## config.mk

```make
export PLATFORM = sky130hd
export DESIGN_NAME = video_source_mux
export DESIGN_NICKNAME = d
export VERILOG_FILES = /design/src/rtl/video_mux_pkg.sv /design/src/rtl/power_up_timer.sv /design/src/rtl/video_source_mux.sv
export SDC_FILE = /design/constraint.sdc
export NUM_CORES = 1
export LEC_CHECK = 0
export CAP_MARGIN = 20
export CORE_MARGIN = 8
export CORE_UTILIZATION = 43
export CTS_BUF_LIST = sky130_fd_sc_hd__clkbuf_2 sky130_fd_sc_hd__clkbuf_4 sky130_fd_sc_hd__clkbuf_8
export DETAILED_ROUTE_END_ITERATION = 7
export PLACE_DENSITY = 0.84
export SLEW_MARGIN = 20
export SYNTH_ARGS = -nofsm -noshare
export SYNTH_HDL_FRONTEND = slang
export SYNTH_HIERARCHICAL = 1
export SYNTH_SLANG_ARGS = --single-unit
```

## constraint.sdc

```tcl
create_clock -name clk -period 2.85 [get_ports clk]
set_clock_uncertainty 0.2 [all_clocks]
set_input_delay 0.7125 -clock clk [delete_from_list [all_inputs] [get_ports clk]]
set_output_delay 0.7125 -clock clk [all_outputs]
set_load 0.02 [all_outputs]
```

## src/rtl/video_mux_pkg.sv

```systemverilog
// Shared types and helpers for the HDMI source mux: FSM states, vsync
// polarity normalisation and counter sizing.
package video_mux_pkg;

    typedef enum logic [1:0] {
        STARTUP,
        RUN,
        WAIT_VS,
        BLANK
    } state_e;

    // Returns 1 when vsync is at its active level, whatever the polarity.
    function automatic logic vs_active(input logic vs, input logic active_high);
        return active_high ? vs : ~vs;
    endfunction

    // Width of a counter that has to hold values 0..n (never less than 1 bit).
    function automatic int unsigned cnt_width(input int unsigned n);
        return (n == 0) ? 1 : $clog2(n + 1);
    endfunction

endpackage

```

## src/rtl/power_up_timer.sv

```systemverilog
// Saturating power-up delay: done rises after CYCLES clock edges following
// reset release (on the first edge when CYCLES is 0) and stays high until reset.
module power_up_timer
    import video_mux_pkg::*;
#(
    parameter int unsigned CYCLES = 5000000
) (
    input  logic clk,
    input  logic reset,
    output logic done
);

    localparam int unsigned W = cnt_width(CYCLES);
    localparam logic [W-1:0] LAST = (CYCLES == 0) ? '0 : W'(CYCLES - 1);

    logic [W-1:0] count;

    always_ff @(posedge clk) begin
        if (reset) begin
            count <= '0;
            done  <= 1'b0;
        end else if (!done) begin
            if (CYCLES == 0 || count == LAST) begin
                done <= 1'b1;
            end else begin
                count <= count + 1'b1;
            end
        end
    end

endmodule

```

## src/rtl/video_source_mux.sv

```systemverilog
// Frame-aligned NUM_CH:1 video source select on HDMI_TX_CLK with power-up hold
// and black-frame insertion after every channel switch.
module video_source_mux
    import video_mux_pkg::*;
#(
    parameter int unsigned NUM_CH         = 4,
    parameter int unsigned DATA_W         = 24,
    parameter int unsigned SEL_W          = $clog2(NUM_CH),
    parameter int unsigned STARTUP_CYCLES = 5000000,
    parameter int unsigned BLANK_FRAMES   = 1,
    parameter bit          VS_ACTIVE_HIGH = 1'b1
) (
    input  logic                     clk,
    input  logic                     reset,
    input  logic [NUM_CH-1:0]        in_de,
    input  logic [NUM_CH-1:0]        in_vsync,
    input  logic [NUM_CH-1:0]        in_hsync,
    input  logic [NUM_CH*DATA_W-1:0] in_data,
    input  logic [SEL_W-1:0]         sel_req,
    output logic                     out_de,
    output logic                     out_vsync,
    output logic                     out_hsync,
    output logic [DATA_W-1:0]        out_data,
    output logic [SEL_W-1:0]         active_sel,
    output logic                     switch_pending,
    output logic                     startup_done
);

    localparam int unsigned BW = cnt_width(BLANK_FRAMES);
    localparam logic [BW-1:0] BLANK_LAST = (BLANK_FRAMES == 0) ? '0 : BW'(BLANK_FRAMES - 1);

    state_e                 state;
    logic [NUM_CH-1:0]      ch_vs;
    logic [(1<<SEL_W)-1:0]  valid_mask;
    logic                   req_valid, vs_edge, cancel, pend_next;
    logic                   vs_prev, data_blank, all_blank;
    logic [SEL_W-1:0]       pend_sel, tgt_sel, route_sel;
    logic [BW-1:0]          blank_cnt;

    power_up_timer #(.CYCLES(STARTUP_CYCLES)) u_power_up_timer (
        .clk   (clk),
        .reset (reset),
        .done  (startup_done)
    );

    always_comb begin
        for (int unsigned k = 0; k < NUM_CH; k++) ch_vs[k] = vs_active(in_vsync[k], VS_ACTIVE_HIGH);
        for (int unsigned k = 0; k < (1 << SEL_W); k++) valid_mask[k] = (k < NUM_CH);
    end

    // Out-of-range selects are masked off here, so they never count as a request.
    always_comb begin
        req_valid  = valid_mask[sel_req];
        vs_edge    = ch_vs[active_sel] && !vs_prev;
        cancel     = req_valid && (sel_req == active_sel);
        pend_next  = req_valid ? (sel_req != active_sel) : switch_pending;
        tgt_sel    = req_valid ? sel_req : pend_sel;
        route_sel  = active_sel;
        data_blank = 1'b0;
        all_blank  = 1'b0;
        case (state)
            STARTUP: all_blank = !startup_done;
            WAIT_VS: begin
                if (!cancel && vs_edge) begin
                    route_sel  = tgt_sel;
                    data_blank = (BLANK_FRAMES != 0);
                end
            end
            BLANK:   data_blank = !(vs_edge && blank_cnt == BLANK_LAST);
            default: ;
        endcase
    end

    always_ff @(posedge clk) begin
        if (reset) begin
            state          <= STARTUP;
            active_sel     <= '0;
            pend_sel       <= '0;
            switch_pending <= 1'b0;
            blank_cnt      <= '0;
            vs_prev        <= 1'b0;
            out_de         <= 1'b0;
            out_vsync      <= 1'b0;
            out_hsync      <= 1'b0;
            out_data       <= '0;
        end else begin
            out_de    <= !all_blank && in_de[route_sel];
            out_hsync <= !all_blank && in_hsync[route_sel];
            out_vsync <= !all_blank && in_vsync[route_sel];
            out_data  <= (all_blank || data_blank) ? '0 : in_data[route_sel * DATA_W +: DATA_W];
            // Edge history follows whichever channel is routed, so a switch never fakes an edge.
            vs_prev   <= ch_vs[route_sel];
            if (req_valid) pend_sel <= sel_req;
            case (state)
                STARTUP: if (startup_done) state <= RUN;
                RUN: begin
                    if (pend_next) begin
                        state          <= WAIT_VS;
                        switch_pending <= 1'b1;
                    end
                end
                WAIT_VS: begin
                    if (cancel) begin
                        state          <= RUN;
                        switch_pending <= 1'b0;
                    end else if (vs_edge) begin
                        active_sel     <= tgt_sel;
                        switch_pending <= 1'b0;
                        blank_cnt      <= '0;
                        state          <= (BLANK_FRAMES == 0) ? RUN : BLANK;
                    end
                end
                BLANK: begin
                    switch_pending <= pend_next;
                    if (vs_edge) begin
                        if (blank_cnt == BLANK_LAST) state <= pend_next ? WAIT_VS : RUN;
                        else blank_cnt <= blank_cnt + 1'b1;
                    end
                end
                default: state <= STARTUP;
            endcase
        end
    end

endmodule

```

Word level (Yosys, flattened, before mapping). Cells that the tools add are included.

Input port bits: 112. Logic and storage cells: 93. Register bits: 60. Output and inout port bits: 31.

Mux-type cells: 35. Multipliers: 1. Add/subtract/negate cells: 2. Bitwise gates (word level): 4. Eq/ne operators: 13. Reductions and logical operators: 22. Shifts and indexed selects: 1. Magnitude comparators: 3.

Operator list (count): indexed part select 96 x 8 -> 24 bit (1); adder 23 x 1 -> 23 bit (second input constant) (1); equality test 23 bit (second input constant) (1); 2-to-1 mux 2 bit (10); 2-to-1 mux 1 bit (16); binary-select mux 1 bit (select 2 bit) (5); != test 2 bit (second input constant) (5); < comparator 2 x 3 -> 1 bit (second input constant) (3); case mux 2 bit (4 select lines) (1); logical AND 1 bit (7); AND reduction 3 bit (2); zero test 1 bit (5); AND reduction 5 bit (1); equality test 2 bit (second input constant) (2); multiplier 2 x 2 -> 4 bit (second input constant) (1); NOT 1 bit (4); case mux 1 bit (2 select lines) (2); AND reduction 4 bit (1); != test 3 bit (second input constant) (1); case mux 1 bit (3 select lines) (1); nonzero test 3 bit (1); equality test 2 x 1 -> 1 bit (second input constant) (1); equality test 2 bit (1); zero test 2 bit (1); other kinds (7) (7).

Longest topological paths before layout. Gate-level depths: netlist (run 1).

Word-level depth: 10. Gate-level depth with buffers: 6.

Cells and area by module. Netlist (run 1), hierarchy kept.

Modules (own cells, without submodules): video_source_mux (cells an instance 136, times used 1, area each 1809.2 µm², seq. area each 660.6 µm²); power_up_timer (cells an instance 141, times used 1, area each 1224.9 µm², seq. area each 480.5 µm²).

Least setup slack after synthesis (run 1). OpenSTA, ideal clock, no wires.

Path kind: reg2reg. Start: register u_power_up_timer.count[15]. End: register u_power_up_timer.count[13]. Data required time: 2527 ps. Buffers on the path: 0. Stages on the path, launching flop included: 6. Setup slack: 667 ps. Arrival time: 1860 ps. Setup time: 123 ps. Cell sequence: dfxtp_1 > or4b_2 > nor4_4 > a21oi_2 > nand4_1 > mux2_1.

Cells in the longest elaborated chain, start to end: 3.

RTL lines: start, declared (line power_up_timer.sv:16) `logic [W-1:0] count;`; start signal, assigned (line power_up_timer.sv:26) `count <= count + 1'b1;`; equality test 23 bit (line power_up_timer.sv:23) `if (CYCLES == 0 || count == LAST) begin`; NOT 1 bit (no line); AND reduction 2 bit (no line).

Every way passes these cells. A chain may end at the register's enable or synchronous reset.

Final worst setup path (run 1).
Start: register u_power_up_timer.done. End: output port startup_done.

RTL lines: start, declared (line power_up_timer.sv:10) `output logic done`; start signal, assigned (line power_up_timer.sv:21) `done <= 1'b0;`; start signal, assigned (line power_up_timer.sv:24) `done <= 1'b1;`; end, declared (line video_source_mux.sv:26) `output logic startup_done`.

No word-level cell between the ends.

==> metrics.md, run 1 <==
| Metric | Value |
|---|---|
| Status | `completed` |
| Avg Vias per Cell | `5.31` |
| Final TNS setup | `0 ns` |
| # setup viols final | `0` |
| Layout area overhead | `57.3%` |
| Yosys warnings | `6` |
| Port Buffers | `142` |
| Worst hold slack | `0.333 ns` |
| First-pass GRT wire length | `15.1 mm` |
| Synth Cell Area | `3030 um^2` |
| Worst skew pair latency | `0.34 ns` |
| Seq/Total Area, Yosys | `37.6%` |
| Post-cts hold buffer count | `0` |
| PwrDens | `383 nW/um^2` |
| Final instance area | `4770 um^2` |
| Highest Clock Rate | `387 MHz` |
| Final Core Density | `69.9%` |
| Max Cap Viol | `0` |
| Core box area | `6830 um^2` |
| CTS tree | `yes` |
| Max-slew violations | `0` |
| Via count | `2787` |
| Most frequent cells in the layout | `clkdlybuf4s50_1, dfxtp_1, mux4_2, nor2_1, nor2b_1` |
| Die height | `100 um` |
| GPL Wtd Cong | `0.853` |
| Synthesized area per cell | `11.0 um^2` |
| Leakage | `1.58 nW` |
| Total CTS buffers | `9` |
| Number of global-route vias before repair | `3070` |
| Antenna cells | `0` |
| Antenna violations before repair | `0` |
| Post-CTS Setup Bufs | `0` |
| Critical Path End Type | `output port` |
| Synth top area cells | `dfxtp_1, mux4_2, nor2b_1` |
| Setup ws final | `0.269 ns` |
| Top-area cell type share of the netlist area | `37.6%` |
| Yosys reg bits | `57` |
| DRC viols | `0` |
| ANT nets after route | `0` |
| TritonRoute pass-1 iters | `4` |
| CP max-delay cell | `clkdlybuf4s50_1` |
| Average routed wire per standard cell | `17.8 um` |
| Worst path arrival time | `1.67 ns` |
| Period utilization | `90.5%` |
| Nets | `537` |
| Total die area | `10000 um^2` |
| Number of enable flip-flop cells after synthesis | `0` |
| Worst Path Max Fanout | `12` |
| Hold Violations, Final | `0` |
| Total wire length | `9.35 mm` |
| Hpwl dp | `7.60 mm` |
| Grt total ovfl | `0` |
| Worst-path clk slew | `0.07 ns` |
| Post-DP Area | `4560 um^2` |
| Worst path required time | `1.94 ns` |
| Die X | `100 um` |
| 1st-iter DRT viols | `128` |
| Critical path launch point type | `flop` |
| Layout cells sized above 1 | `16.1%` |
| Commonest non-fill, non-tap cell in the layout | `clkdlybuf4s50_1` |
| Clock Tree Buf Depth | `2` |
| Post-synth top area cell | `dfxtp_1` |
| Netlist cell types | `51` |
| Crit-path leading delay family | `buffers and inverters` |
| Syn Nets | `390` |
| Setup WS pre-CTS | `0.306 ns` |
| Synth async-reset ratio | `0%` |
| Max transition margin | `57.2%` |
| Buf/Inv on CP | `1` |
| Post_cts resized | `0` |
| # clock sinks | `57` |
| WS Path Type | `reg2out` |
| Largest net degree at the start of global routing | `28` |
| CP Cell Sequence | `clkdlybuf4s50_1` |
| Io pins | `143` |
| H-tree levels | `3` |
| Clk Tree Root Cell | `clkbuf_8` |
| Max incr delay on CP | `0.71 ns` |
| Mapped Cells | `277` |
| Top_reg_cell synth | `dfxtp_1` |
| VDD IR max | `0.199 mV` |
| RSZ-0062 raised after global routing | `false` |
| Initial core utilization | `44.4%` |
| HP Class | `reg2reg` |
| Total Routing Usage GR | `19.3%` |
| Placement Rows | `30` |
| Tmin final | `2.58 ns` |
| Worst slew pin tran | `0.637 ns` |
[cell type report]
type / count / area, um^2
clock buffers: 11 / 151
clock inverters: 5 / 62.6
fillers: 528 / 2060
inverters: 3 / 11.3
multi-input cells: 203 / 1800
flip-flops and latches: 57 / 1140
well taps: 96 / 120
repair buffers: 150 / 1480
[power by group]
| part | internal, mW | leakage, nW | switching [mW] |
|---|---|---|---|
| clock | 0.455 | 0.102 | 0.335 |
| combinational | 0.180 | 1.02 | 0.0514 |
| sequential | 0.801 | 0.460 | 0.00537 |
| total | 1.44 | 1.58 | 0.391 |
[state kept, by name (all words and copies together), names as in the netlist, 2 cells and up]
| signal | count |
|---|---|
| active_sel | 2 |
| u_power_up_timer/count | 23 |
| out_data | 24 |
| state | 2 |
[through the flow]
step	total power, mW	std cells
floorplan	0.888	277
global placement	1.05	509
detailed placement	1.06	509
CTS	1.85	525
global route	1.91	525
finish	1.83	525
[cell usage after synthesis (3+ instances only)]
cell	instances
nand2b_1	6
a21oi_1	6
nor4_1	4
clkbuf_1	3
nor2_1	28
nand3b_1	4
o21ai_0	5
nand3_1	7
nand2_1	13
mux4_2	29
inv_1	3
nor2b_1	27
mux2i_1	7
nand4_1	9
dfxtp_1	57
nor3_1	6
xnor2_1	9
buf_4	7
xor2_1	8
buf_1	4
[worst paths after layout]
| kind | start | cells past startpoint | to | slack [ns] |
|---|---|---|---|---|
| worst max-delay path | u_power_up_timer/done | 1 | startup_done | 0.27 |
| worst max register to register | u_power_up_timer/count[0] | 6 | u_power_up_timer/count[13] | 0.38 |
| worst min-delay path | u_power_up_timer/count[7] | 2 | u_power_up_timer/count[7] | 0.33 |
| worst min register to register | u_power_up_timer/count[7] | 2 | u_power_up_timer/count[7] | 0.33 |
[layer usage]
metal / GRT usage (%) / vias to the layer above / routed length, um
met4: 3.84 / 0 / 61
met5: 0 / - / 0
met2: 36.0 / 120 / 5170
li1: - / 1318 / -
met1: 19.0 / 1339 / 3310
met3: 9.00 / 10 / 810
[cell families (layout without fill, tap and decap cells)]
| group | Yosys count | after routing | synth area share, % |
|---|---|---|---|
| compound gates | 21 | 21 | 4.78 |
| xor+xnor | 18 | 18 | 5.44 |
| fa+ha+maj | 1 | 1 | 0.412 |
| buf+inv | 17 | 169 | 2.97 |
| flops | 57 | 57 | 37.6 |
| mux | 39 | 39 | 25.1 |
| simple gates | 124 | 124 | 23.7 |
Note: power is estimated with default switching activity, not from simulation.
==> inputs of run 2 (changes only) <==
- ABC_CLOCK_PERIOD_IN_PS: unset -> 2850
- RECOVER_POWER: unset -> 25
==> run 2 against run 1 <==
Effect of this change:
- sequential power barely moved
- die area did not move
- sequential cell count did not move
- combinational power barely moved
- first-iteration DRC count fell by 11%
- utilization fell by 0.37 points
- sequential share of layout area rose by 0.13 points
- global-route usage did not move
- critical path type unchanged
==> metrics.md, run 2 (synthesis results as in run 1) <==
| Metric | Value |
|---|---|
| Status | `completed` |
| Die X | `100 um` |
| Reg with most FFs | `out_data` |
| First-pass GRT wire length | `15.1 mm` |
| Io pins | `143` |
| Total Routing Usage GR | `19.3%` |
| Max-slew violations | `0` |
| Worst hold slack | `0.334 ns` |
| Fill cells | `536` |
| Tmin final | `2.56 ns` |
| DRC viols | `0` |
| Max Cap Viol | `0` |
| Crit-path leading delay family | `buffers and inverters` |
| Antenna cells | `0` |
| # clock sinks | `57` |
| RSZ-0062 raised after global routing | `false` |
| Nets | `537` |
| Leakage | `1.57 nW` |
| Worst skew pair latency | `0.34 ns` |
| VDD IR max | `0.200 mV` |
| Pwr Total | `1.83 mW` |
| Layout cells sized above 1 | `14.7%` |
| Total wire length | `9.34 mm` |
| ANT nets after route | `0` |
| Clk Tree Root Cell | `clkbuf_8` |
| Reg area | `1140 um^2` |
| Hold Violations, Final | `0` |
| Avg Vias per Cell | `5.31` |
| Worst path required time | `1.94 ns` |
| Highest Clock Rate | `391 MHz` |
| Antenna violations before repair | `0` |
| Period utilization | `89.8%` |
| CP max-delay cell | `clkdlybuf4s50_1` |
| H-tree levels | `3` |
| 1st-iter DRT viols | `114` |
| Top Registers | `out_data (24), u_power_up_timer/count (23)` |
| GPL Wtd Cong | `0.853` |
| TritonRoute pass-1 iters | `5` |
| Initial core utilization | `44.4%` |
| Final TNS setup | `0 ns` |
| Max transition margin | `45.3%` |
| Core box area | `6830 um^2` |
| Grt total ovfl | `0` |
| Worst-path clk slew | `0.07 ns` |
| Via count | `2786` |
| Number of global-route vias before repair | `3070` |
| Total die area | `10000 um^2` |
| Largest net degree at the start of global routing | `28` |
| Max reg flops | `24` |
| HP Class | `reg2reg` |
| Multi-input logic area | `1780 um^2` |
| Worst Path Max Fanout | `12` |
| Commonest non-fill, non-tap cell in the layout | `clkdlybuf4s50_1` |
| Clock Tree Buf Depth | `2` |
| Worst path arrival time | `1.65 ns` |
| Port Buffers | `142` |
| # setup viols final | `0` |
| Max incr delay on CP | `0.70 ns` |
| Buf/Inv on CP | `1` |
| Placement Rows | `30` |
| Layout area overhead | `56.5%` |
| Critical path launch point type | `flop` |
| Post_cts resized | `0` |
| Post-cts hold buffer count | `0` |
| WS Path Type | `reg2out` |
| Die height | `100 um` |
| Most frequent cells in the layout | `clkdlybuf4s50_1, dfxtp_1, nor2_1, mux4_2, nor2b_1` |
| Hpwl dp | `7.60 mm` |
| Average routed wire per standard cell | `17.8 um` |
| CP Cell Sequence | `clkdlybuf4s50_1` |
| Critical Path End Type | `output port` |
| Worst slew pin tran | `0.820 ns` |
| PwrDens | `385 nW/um^2` |
| Total CTS buffers | `9` |
| Post-CTS Setup Bufs | `0` |
| CTS tree | `yes` |
run 2: cell type report:
| type | instances | share of cell area (%) |
|---|---|---|
| multi-input combinational | 203 | 37.5 |
| timing repair buffer | 150 | 31.1 |
| sequential | 57 | 24.1 |
| clock buffer | 11 | 3.19 |
| tap | 96 | 2.53 |
| clock inverter | 5 | 1.32 |
| inverter | 3 | 0.237 |
run 2: layer usage:
metal  wire length [um]  track usage (%)  part of all wire, %  vias up
met5                  0                0                    0        -
met4                 51             3.84                 0.55        0
met3                783             9.00                  8.4        8
met2               5140             36.0                   55      124
met1               3360             19.0                   36     1338
li1                   -                -                    -     1316
run 2: worst paths after layout:
path / from / endpoint / slack [ns] / cells after the start
worst min-delay path: u_power_up_timer/count[7] / u_power_up_timer/count[7] / 0.33 / 2
worst min register to register: u_power_up_timer/count[7] / u_power_up_timer/count[7] / 0.33 / 2
worst max-delay path: u_power_up_timer/done / startup_done / 0.29 / 1
worst max register to register: u_power_up_timer/count[0] / u_power_up_timer/count[13] / 0.33 / 6
run 2: tightest hold or removal path, stage by stage, from the launching register on:
cell     delay (ns)
dfxtp_1        0.35
o21ai_0        0.08
a21oi_1        0.06
run 2: where the power goes:
group,internal (mW),leakage [nW],total (mW),switching [mW]
registers,0.801,0.460,0.807,0.00531
clock network,0.455,0.102,0.791,0.336
logic,0.180,1.01,0.230,0.0504
total,1.44,1.57,1.83,0.392
run 2: stage by stage:
stage / setup WS (ns) / util (%) / std cells / instance area, um^2
finish: 0.290 / 69.5 / 525 / 4750
floorplan: 0.667 / - / 277 / 3030
global placement: 0.350 / 66.7 / 509 / 4560
detailed placement: 0.306 / 66.7 / 509 / 4560
CTS: 0.256 / 69.9 / 525 / 4770
global route: 0.125 / 69.5 / 525 / 4750
